## config.mk

```make
export PLATFORM = sky130hd
export DESIGN_NAME = ctrl_pipe
export DESIGN_NICKNAME = d
export VERILOG_FILES = /design/src/rtl/mips_pkg.sv /design/src/rtl/ctrl_stage_reg.sv /design/src/rtl/ctrl_pipe.sv
export SDC_FILE = /design/constraint.sdc
export NUM_CORES = 1
export LEC_CHECK = 0
export CAP_MARGIN = 40
export CORE_ASPECT_RATIO = 0.8
export CORE_UTILIZATION = 56
export CTS_CLUSTER_DIAMETER = 150
export DETAILED_ROUTE_END_ITERATION = 12
export DONT_BUFFER_PORTS = 1
export GPL_TIMING_DRIVEN = 0
export HOLD_SLACK_MARGIN = 0.05
export PLACE_DENSITY = 0.86
export SLEW_MARGIN = 10
export SYNTH_ARGS = -nofsm -noshare
export SYNTH_HDL_FRONTEND = slang
export SYNTH_SLANG_ARGS = --single-unit
```

## constraint.sdc

```tcl
create_clock -name clk -period 1.6 [get_ports clk]
set_input_delay 0.16 -clock clk [delete_from_list [all_inputs] [get_ports clk]]
set_output_delay 0.16 -clock clk [all_outputs]
set_load 0.05 [all_outputs]
```

## src/rtl/mips_pkg.sv

```systemverilog
`default_nettype none
// ============================================================================
//  Module      : mips_pkg
//  Description : Shared types and constants for the MIPS pipeline control
//                path. ctrl_t is the decoder control bundle carried from
//                Decode through the Execute, Memory and Writeback stages.
//  Revision    : 1.0  initial release
// ============================================================================
package mips_pkg;

    // Decoder control bundle, MSB first.
    typedef struct packed {
        logic       regwrite;
        logic       memtoreg;
        logic       memwrite;
        logic       alusrc;
        logic       regdst;
        logic       branch;
        logic [2:0] alucontrol;
    } ctrl_t;

    localparam int CTRL_W = $bits(ctrl_t);

    // Bubble control: no register-file write, no memory write, ALU op 000.
    localparam ctrl_t CTRL_BUBBLE = '0;

    // Build a control bundle from the individual decoder outputs.
    function automatic ctrl_t ctrl_pack(
        input logic       regwrite,
        input logic       memtoreg,
        input logic       memwrite,
        input logic       alusrc,
        input logic       regdst,
        input logic       branch,
        input logic [2:0] alucontrol
    );
        ctrl_t c;
        c.regwrite   = regwrite;
        c.memtoreg   = memtoreg;
        c.memwrite   = memwrite;
        c.alusrc     = alusrc;
        c.regdst     = regdst;
        c.branch     = branch;
        c.alucontrol = alucontrol;
        return c;
    endfunction

endpackage
`default_nettype wire

```

## src/rtl/ctrl_stage_reg.sv

```systemverilog
`default_nettype none
// ============================================================================
//  Module      : ctrl_stage_reg
//  Description : One pipeline stage register holding {valid, ctrl_t}.
//                Asynchronous active-low reset and a synchronous kill that
//                loads a bubble (valid=0, all controls zero).
//  Ports       : clk      - clock, rising edge
//                rst_n    - asynchronous reset, active low
//                i_kill   - load a bubble at this edge (wins over i_valid)
//                i_valid  - incoming occupancy
//                i_ctrl   - incoming control bundle
//                o_valid  - registered occupancy
//                o_ctrl   - registered control bundle
//  Revision    : 1.0  initial release
// ============================================================================
module ctrl_stage_reg
    import mips_pkg::*;
(
    input  logic  clk,
    input  logic  rst_n,
    input  logic  i_kill,
    input  logic  i_valid,
    input  ctrl_t i_ctrl,
    output logic  o_valid,
    output ctrl_t o_ctrl
);

    logic  r_valid;
    ctrl_t r_ctrl;

    always_ff @(posedge clk or negedge rst_n) begin
        if (!rst_n) begin
            r_valid <= 1'b0;
            r_ctrl  <= CTRL_BUBBLE;
        end else if (i_kill) begin
            r_valid <= 1'b0;
            r_ctrl  <= CTRL_BUBBLE;
        end else begin
            r_valid <= i_valid;
            r_ctrl  <= i_ctrl;
        end
    end

    assign o_valid = r_valid;
    assign o_ctrl  = r_ctrl;

endmodule
`default_nettype wire

```

## src/rtl/ctrl_pipe.sv

```systemverilog
`default_nettype none
// ============================================================================
//  Module      : ctrl_pipe
//  Description : Control-signal pipeline of the pipelined MIPS core. Carries
//                the Decode control bundle through the E, M and W stage
//                registers, squashes wrong-path work on a taken branch,
//                honours the hazard unit's Execute flush, derives PCSrcM and
//                counts retired instructions and Writeback bubbles.
//  Ports       : clk, reset (async, active low)
//                ValidD, *D           - Decode-stage instruction and controls
//                FlushE               - insert a bubble into E at this edge
//                ZeroE                - ALU zero flag of the E instruction
//                *E / *M / *W         - registered stage controls
//                ValidE/M/W           - stage occupancy
//                PCSrcM               - branch taken (from M state only)
//                RetiredCnt/BubbleCnt - free-running wrapping counters
//  Revision    : 1.0  initial release
// ============================================================================
module ctrl_pipe
    import mips_pkg::*;
#(
    parameter int CNT_W = 32
) (
    input  logic             clk,
    input  logic             reset,
    input  logic             ValidD,
    input  logic             RegWriteD,
    input  logic             MemtoRegD,
    input  logic             MemWriteD,
    input  logic             ALUSrcD,
    input  logic             RegDstD,
    input  logic             BranchD,
    input  logic [2:0]       ALUControlD,
    input  logic             FlushE,
    input  logic             ZeroE,
    output logic             RegWriteE,
    output logic             MemtoRegE,
    output logic             ALUSrcE,
    output logic             RegDstE,
    output logic [2:0]       ALUControlE,
    output logic             MemtoRegM,
    output logic             MemWriteM,
    output logic             RegWriteM,
    output logic             PCSrcM,
    output logic             RegWriteW,
    output logic             MemtoRegW,
    output logic             ValidE,
    output logic             ValidM,
    output logic             ValidW,
    output logic [CNT_W-1:0] RetiredCnt,
    output logic [CNT_W-1:0] BubbleCnt
);

    localparam logic [CNT_W-1:0] c_cnt_one = {{(CNT_W-1){1'b0}}, 1'b1};

    ctrl_t            w_d_ctrl;
    logic             w_kill_e;
    logic             w_kill_m;
    logic             w_e_valid;
    ctrl_t            w_e_ctrl;
    logic             w_m_valid;
    ctrl_t            w_m_ctrl;
    logic             w_w_valid;
    ctrl_t            w_w_ctrl;
    logic             r_zero_m;
    logic             w_pcsrc;
    logic [CNT_W-1:0] r_retired;
    logic [CNT_W-1:0] r_bubble;

    assign w_d_ctrl = ctrl_pack(RegWriteD, MemtoRegD, MemWriteD, ALUSrcD,
                                RegDstD, BranchD, ALUControlD);

    // Taken branch is decided purely from M-stage state so PCSrcM has no
    // combinational path from any input port.
    assign w_pcsrc = w_m_valid & w_m_ctrl.branch & r_zero_m;

    // E is a bubble on a taken branch (wrong path), a hazard flush, or a
    // fetch bubble in Decode. Coincident taken branch and flush still give
    // exactly one bubble.
    assign w_kill_e = w_pcsrc | FlushE | ~ValidD;

    // The instruction in E is wrong-path when the branch in M is taken.
    assign w_kill_m = w_pcsrc;

    ctrl_stage_reg u_stage_e (
        .clk     (clk),
        .rst_n   (reset),
        .i_kill  (w_kill_e),
        .i_valid (ValidD),
        .i_ctrl  (w_d_ctrl),
        .o_valid (w_e_valid),
        .o_ctrl  (w_e_ctrl)
    );

    ctrl_stage_reg u_stage_m (
        .clk     (clk),
        .rst_n   (reset),
        .i_kill  (w_kill_m),
        .i_valid (w_e_valid),
        .i_ctrl  (w_e_ctrl),
        .o_valid (w_m_valid),
        .o_ctrl  (w_m_ctrl)
    );

    // The taken branch itself always proceeds to W and retires.
    ctrl_stage_reg u_stage_w (
        .clk     (clk),
        .rst_n   (reset),
        .i_kill  (1'b0),
        .i_valid (w_m_valid),
        .i_ctrl  (w_m_ctrl),
        .o_valid (w_w_valid),
        .o_ctrl  (w_w_ctrl)
    );

    // Zero flag travels alongside the M register and shares its squash.
    always_ff @(posedge clk or negedge reset) begin
        if (!reset) begin
            r_zero_m <= 1'b0;
        end else if (w_kill_m) begin
            r_zero_m <= 1'b0;
        end else begin
            r_zero_m <= ZeroE;
        end
    end

    // Counters look at the W contents present before each edge; both wrap.
    always_ff @(posedge clk or negedge reset) begin
        if (!reset) begin
            r_retired <= '0;
            r_bubble  <= '0;
        end else if (w_w_valid) begin
            r_retired <= r_retired + c_cnt_one;
        end else begin
            r_bubble  <= r_bubble + c_cnt_one;
        end
    end

    // W carries the full bundle but only two controls leave the block.
    logic w_unused_w;
    assign w_unused_w = ^{w_w_ctrl.memwrite, w_w_ctrl.alusrc, w_w_ctrl.regdst,
                          w_w_ctrl.branch, w_w_ctrl.alucontrol};

    assign RegWriteE   = w_e_ctrl.regwrite;
    assign MemtoRegE   = w_e_ctrl.memtoreg;
    assign ALUSrcE     = w_e_ctrl.alusrc;
    assign RegDstE     = w_e_ctrl.regdst;
    assign ALUControlE = w_e_ctrl.alucontrol;
    assign ValidE      = w_e_valid;

    assign MemtoRegM   = w_m_ctrl.memtoreg;
    assign MemWriteM   = w_m_ctrl.memwrite;
    assign RegWriteM   = w_m_ctrl.regwrite;
    assign ValidM      = w_m_valid;
    assign PCSrcM      = w_pcsrc;

    assign RegWriteW   = w_w_ctrl.regwrite;
    assign MemtoRegW   = w_w_ctrl.memtoreg;
    assign ValidW      = w_w_valid;

    assign RetiredCnt  = r_retired;
    assign BubbleCnt   = r_bubble;

endmodule
`default_nettype wire

```

==> metrics.csv <==
metric,value,unit
routability congestion estimate,0.7332,
met1 wire length,3.441,mm
Mapped Nets,309,
failing checks,"negative hold slack, negative setup slack",
Syn. warnings,0,
Worst Skew,13.61,ps
Placed Instance Area,0.003804,mm2
"Avg Cell Area, Syn",12.08,um2
GRT Util Overall,24.09,%
# setup viols final,47,
fin crit share,114.5,%
top-count cell post-synth,dfrtp_1,
CTS Hold Buffers Added,12,
remaining global-route overflow,0,
largest net degree at the start of global routing,84,
Synth Flop Type,dfrtp_1,
CP Depth,6,
wire length of the first global-routing pass,12.10,mm
metal3 WL,508,um
Crit. Startpoint,u_stage_w.o_valid,
pwr dens,1130,mW/mm2
worst reg2reg path startpoint,u_stage_w.o_valid,
largest area contributor in the netlist,dfrtp_1,
crit path max fanout,8,
XOR/XNOR Fraction of Synth Area,15.35,%
leakage,2.344,nW
"Largest delay share family, worst path",simple AND/OR/NAND/NOR gates,
Yosys top cell area share,58.70,%
final setup margin,-232.2,ps
row cnt,25,
CP max stage delay,540,ps
MaxCap Viol Count,0,
CP arrival,2100,ps
initial core utilization,58.92,%
most frequent cells after synthesis,"83 x dfrtp_1, 36 x xnor2_1, 26 x xor2_1, 20 x nand2_1, 18 x nand3_1",
wire per inst,19.63,um
Netlist cell types,30,
Clock Sinks,83,
largest family of logic cells by synthesized area,simple AND/OR/NAND/NOR gates,
Mapped Cells,293,
register area share after synthesis,58.70,%
layout cell share with drive strength beyond 1,46.88,%
Core Region,0.006006,mm2
#FFs+latches synth,83,
asr flop ratio synth,100.0,%
actual slew at the worst max-slew pin,584.6,ps
WL met2,4.445,mm
critical path capture point type,flop,
Chip Width,90.87,um
Die ar.,0.006642,mm2
post-synthesis mux area share,0.6365,%
DRT iter0 DRCs,105,
Max VDD drop,0.0009587,V
"antenna viol nets, final",0,
CTS buffer count,9,
Hold WS,-511.8,ps
"Req. time, crit path",1870,ps
RSZ-0062 raised after global routing,yes,
Synth Area in Adders,0.7072,%
largest cells by area after synthesis,"dfrtp_1 59%, xnor2_1 8.9%, xor2_1 6.4%, and2_1 3.0%, nand4_1 2.8%",
worst-skew pair later-pin latency,360,ps
Final min period,1832,ps
CP Cell Sequence,buf_6 -> and4b_2 -> nand3_4 -> buf_8 -> nor3_2 -> xor2_1,
detailed-placement wirelength estimate,4.621,mm
CP Launch Type,flop,
Worst Setup EP,BubbleCnt[13],
final instance area,0.004867,mm2
ant diodes,0,
Routed WL,8.499,mm
"Slowest-stage cell, CP",dfrtp_2,
synth-to-layout area growth,37.55,%
status,"complete, but fails checks",
Hold/Removal Path Class,in2async,
PortBufs,0,
"Reg clk slew, reported paths",90,ps
Simple-Gate Fraction of Synth Area,22.07,%
Fmax achieved,0.5458,GHz
mapped cell area,0.003538,mm2
DRC viols,0,
DR pass1 iterations,4,
maximum buffer depth of the clock tree,2,
DR top layer,met4,
vias,2499,
Final Max Slew Viols,0,
antenna violations before repair,0,
vias in the first global route,2427,
RR Endpoint,BubbleCnt[13],
Synth Area in Compound Gates,0,%
slew margin rel.,61.03,%
r2r worst-path depth,6,
Worst Setup Path Type,reg2reg,
Final Hold Viols,83,
H-tree Lvls,3,
I/O pin count,94,
R2R setup slack,-230,ps
Fin Setup TNS,-5222,ps
Vias/cell,5.771,
pre-CTS WS,-304.8,ps
Die Y,73.10,um
"non-filler cells, final",433,
# placed instances,374,
Post-synth EDFFs,0,
Nets,363,
root buffer cell,clkbuf_8,
CTS tree,done,
Worst Path Buf+Inv,2,
power by group:
| group | leakage (nW) | internal (W) | total (W) | switching (W) |
|---|---|---|---|---|
| registers | 1.05 | 0.00231 | 0.00321 | 0.000899 |
| logic | 1.18 | 0.000292 | 0.000468 | 0.000175 |
| clock network | 0.117 | 0.00108 | 0.00182 | 0.000739 |
final cells by class:
| cell class | count | area [um2] |
|---|---|---|
| Timing Repair Buffer | 43 | 422.9 |
| Inverter | 7 | 30.03 |
| Tap cell | 81 | 101.3 |
| Fill cell | 335 | 1139 |
| Sequential cell | 83 | 2152 |
| Clock buffer | 12 | 145.1 |
| Clock inverter | 4 | 97.59 |
| Buffer | 8 | 82.58 |
| Multi-Input combinational cell | 195 | 1836 |
metal layers:
layer  up-vias  GRT usage (%)
met2        86          39.39
met3         9          8.542
li1       1117              -
met4         0          10.05
met1      1287          29.58
met5         -              0
cell families (layout without fill, tap and decap cells):
logic type,count (synthesis),count (layout)
flops,83,83
simple gates,128,129
xor+xnor,62,62
buf+inv,16,74
mux,2,2
fa+ha+maj,2,2
stage by stage:
step	util, %	total power [W]
after floorplan	-	0.003391
after global placement	63.33	0.003478
after detailed placement	63.33	0.003506
after CTS	75.67	0.005394
after global routing	81.04	0.005703
final	81.04	0.005498
timing repair:
action / 4_1_cts / 5_1_grt
gates resized for setup: 44 / 57
setup endpoints to repair: 55 / 61
pin swaps: 22 / 46
buffers inserted: 14 / 15
hold endpoints to repair: 94 / 83
gates cloned: 3 / 0
registers in the layout, summed over array words and instances (netlist names):
register           flops
BubbleCnt             32
r_zero_m               1
u_stage_e.o_ctrl       9
u_stage_m.o_valid      1
u_stage_w.o_valid      1
RetiredCnt            32
u_stage_w.o_ctrl       2
u_stage_m.o_ctrl       4
u_stage_e.o_valid      1
how the worst min path moves through the flow:
stage / end / slack, ps / cells after the start
final: BubbleCnt[24] / -510 / 0
after floorplan: BubbleCnt[0] / -140 / 0
after CTS: BubbleCnt[24] / -520 / 0
after detailed placement: RetiredCnt[29] / -130 / 0
after global placement: RetiredCnt[30] / -130 / 0
after global routing: BubbleCnt[24] / -530 / 0
cells in the final DEF (no fill, tap or decap), types with 2 or more instances in the layout:
cell type	count
and2_1	16
and3_1	5
and3_4	4
and4_1	5
and4_2	2
buf_4	23
buf_6	12
buf_8	2
bufinv_16	3
clkbuf_1	2
clkbuf_8	10
clkinvlp_4	2
dfrtp_1	33
dfrtp_2	45
dfrtp_4	5
dlygate4sd3_1	12
ha_4	2
inv_1	6
mux2_2	2
nand2_1	15
nand2_2	2
nand2_4	3
nand3_1	10
nand3_2	5
nand3_4	4
nand4_1	16
nand4b_1	3
nor2_1	2
nor2_4	6
nor3_2	2
nor3_4	11
nor3b_4	2
nor4_4	7
xnor2_1	33
xnor2_2	3
xor2_1	26
Power figures use the tool's default switching activity.
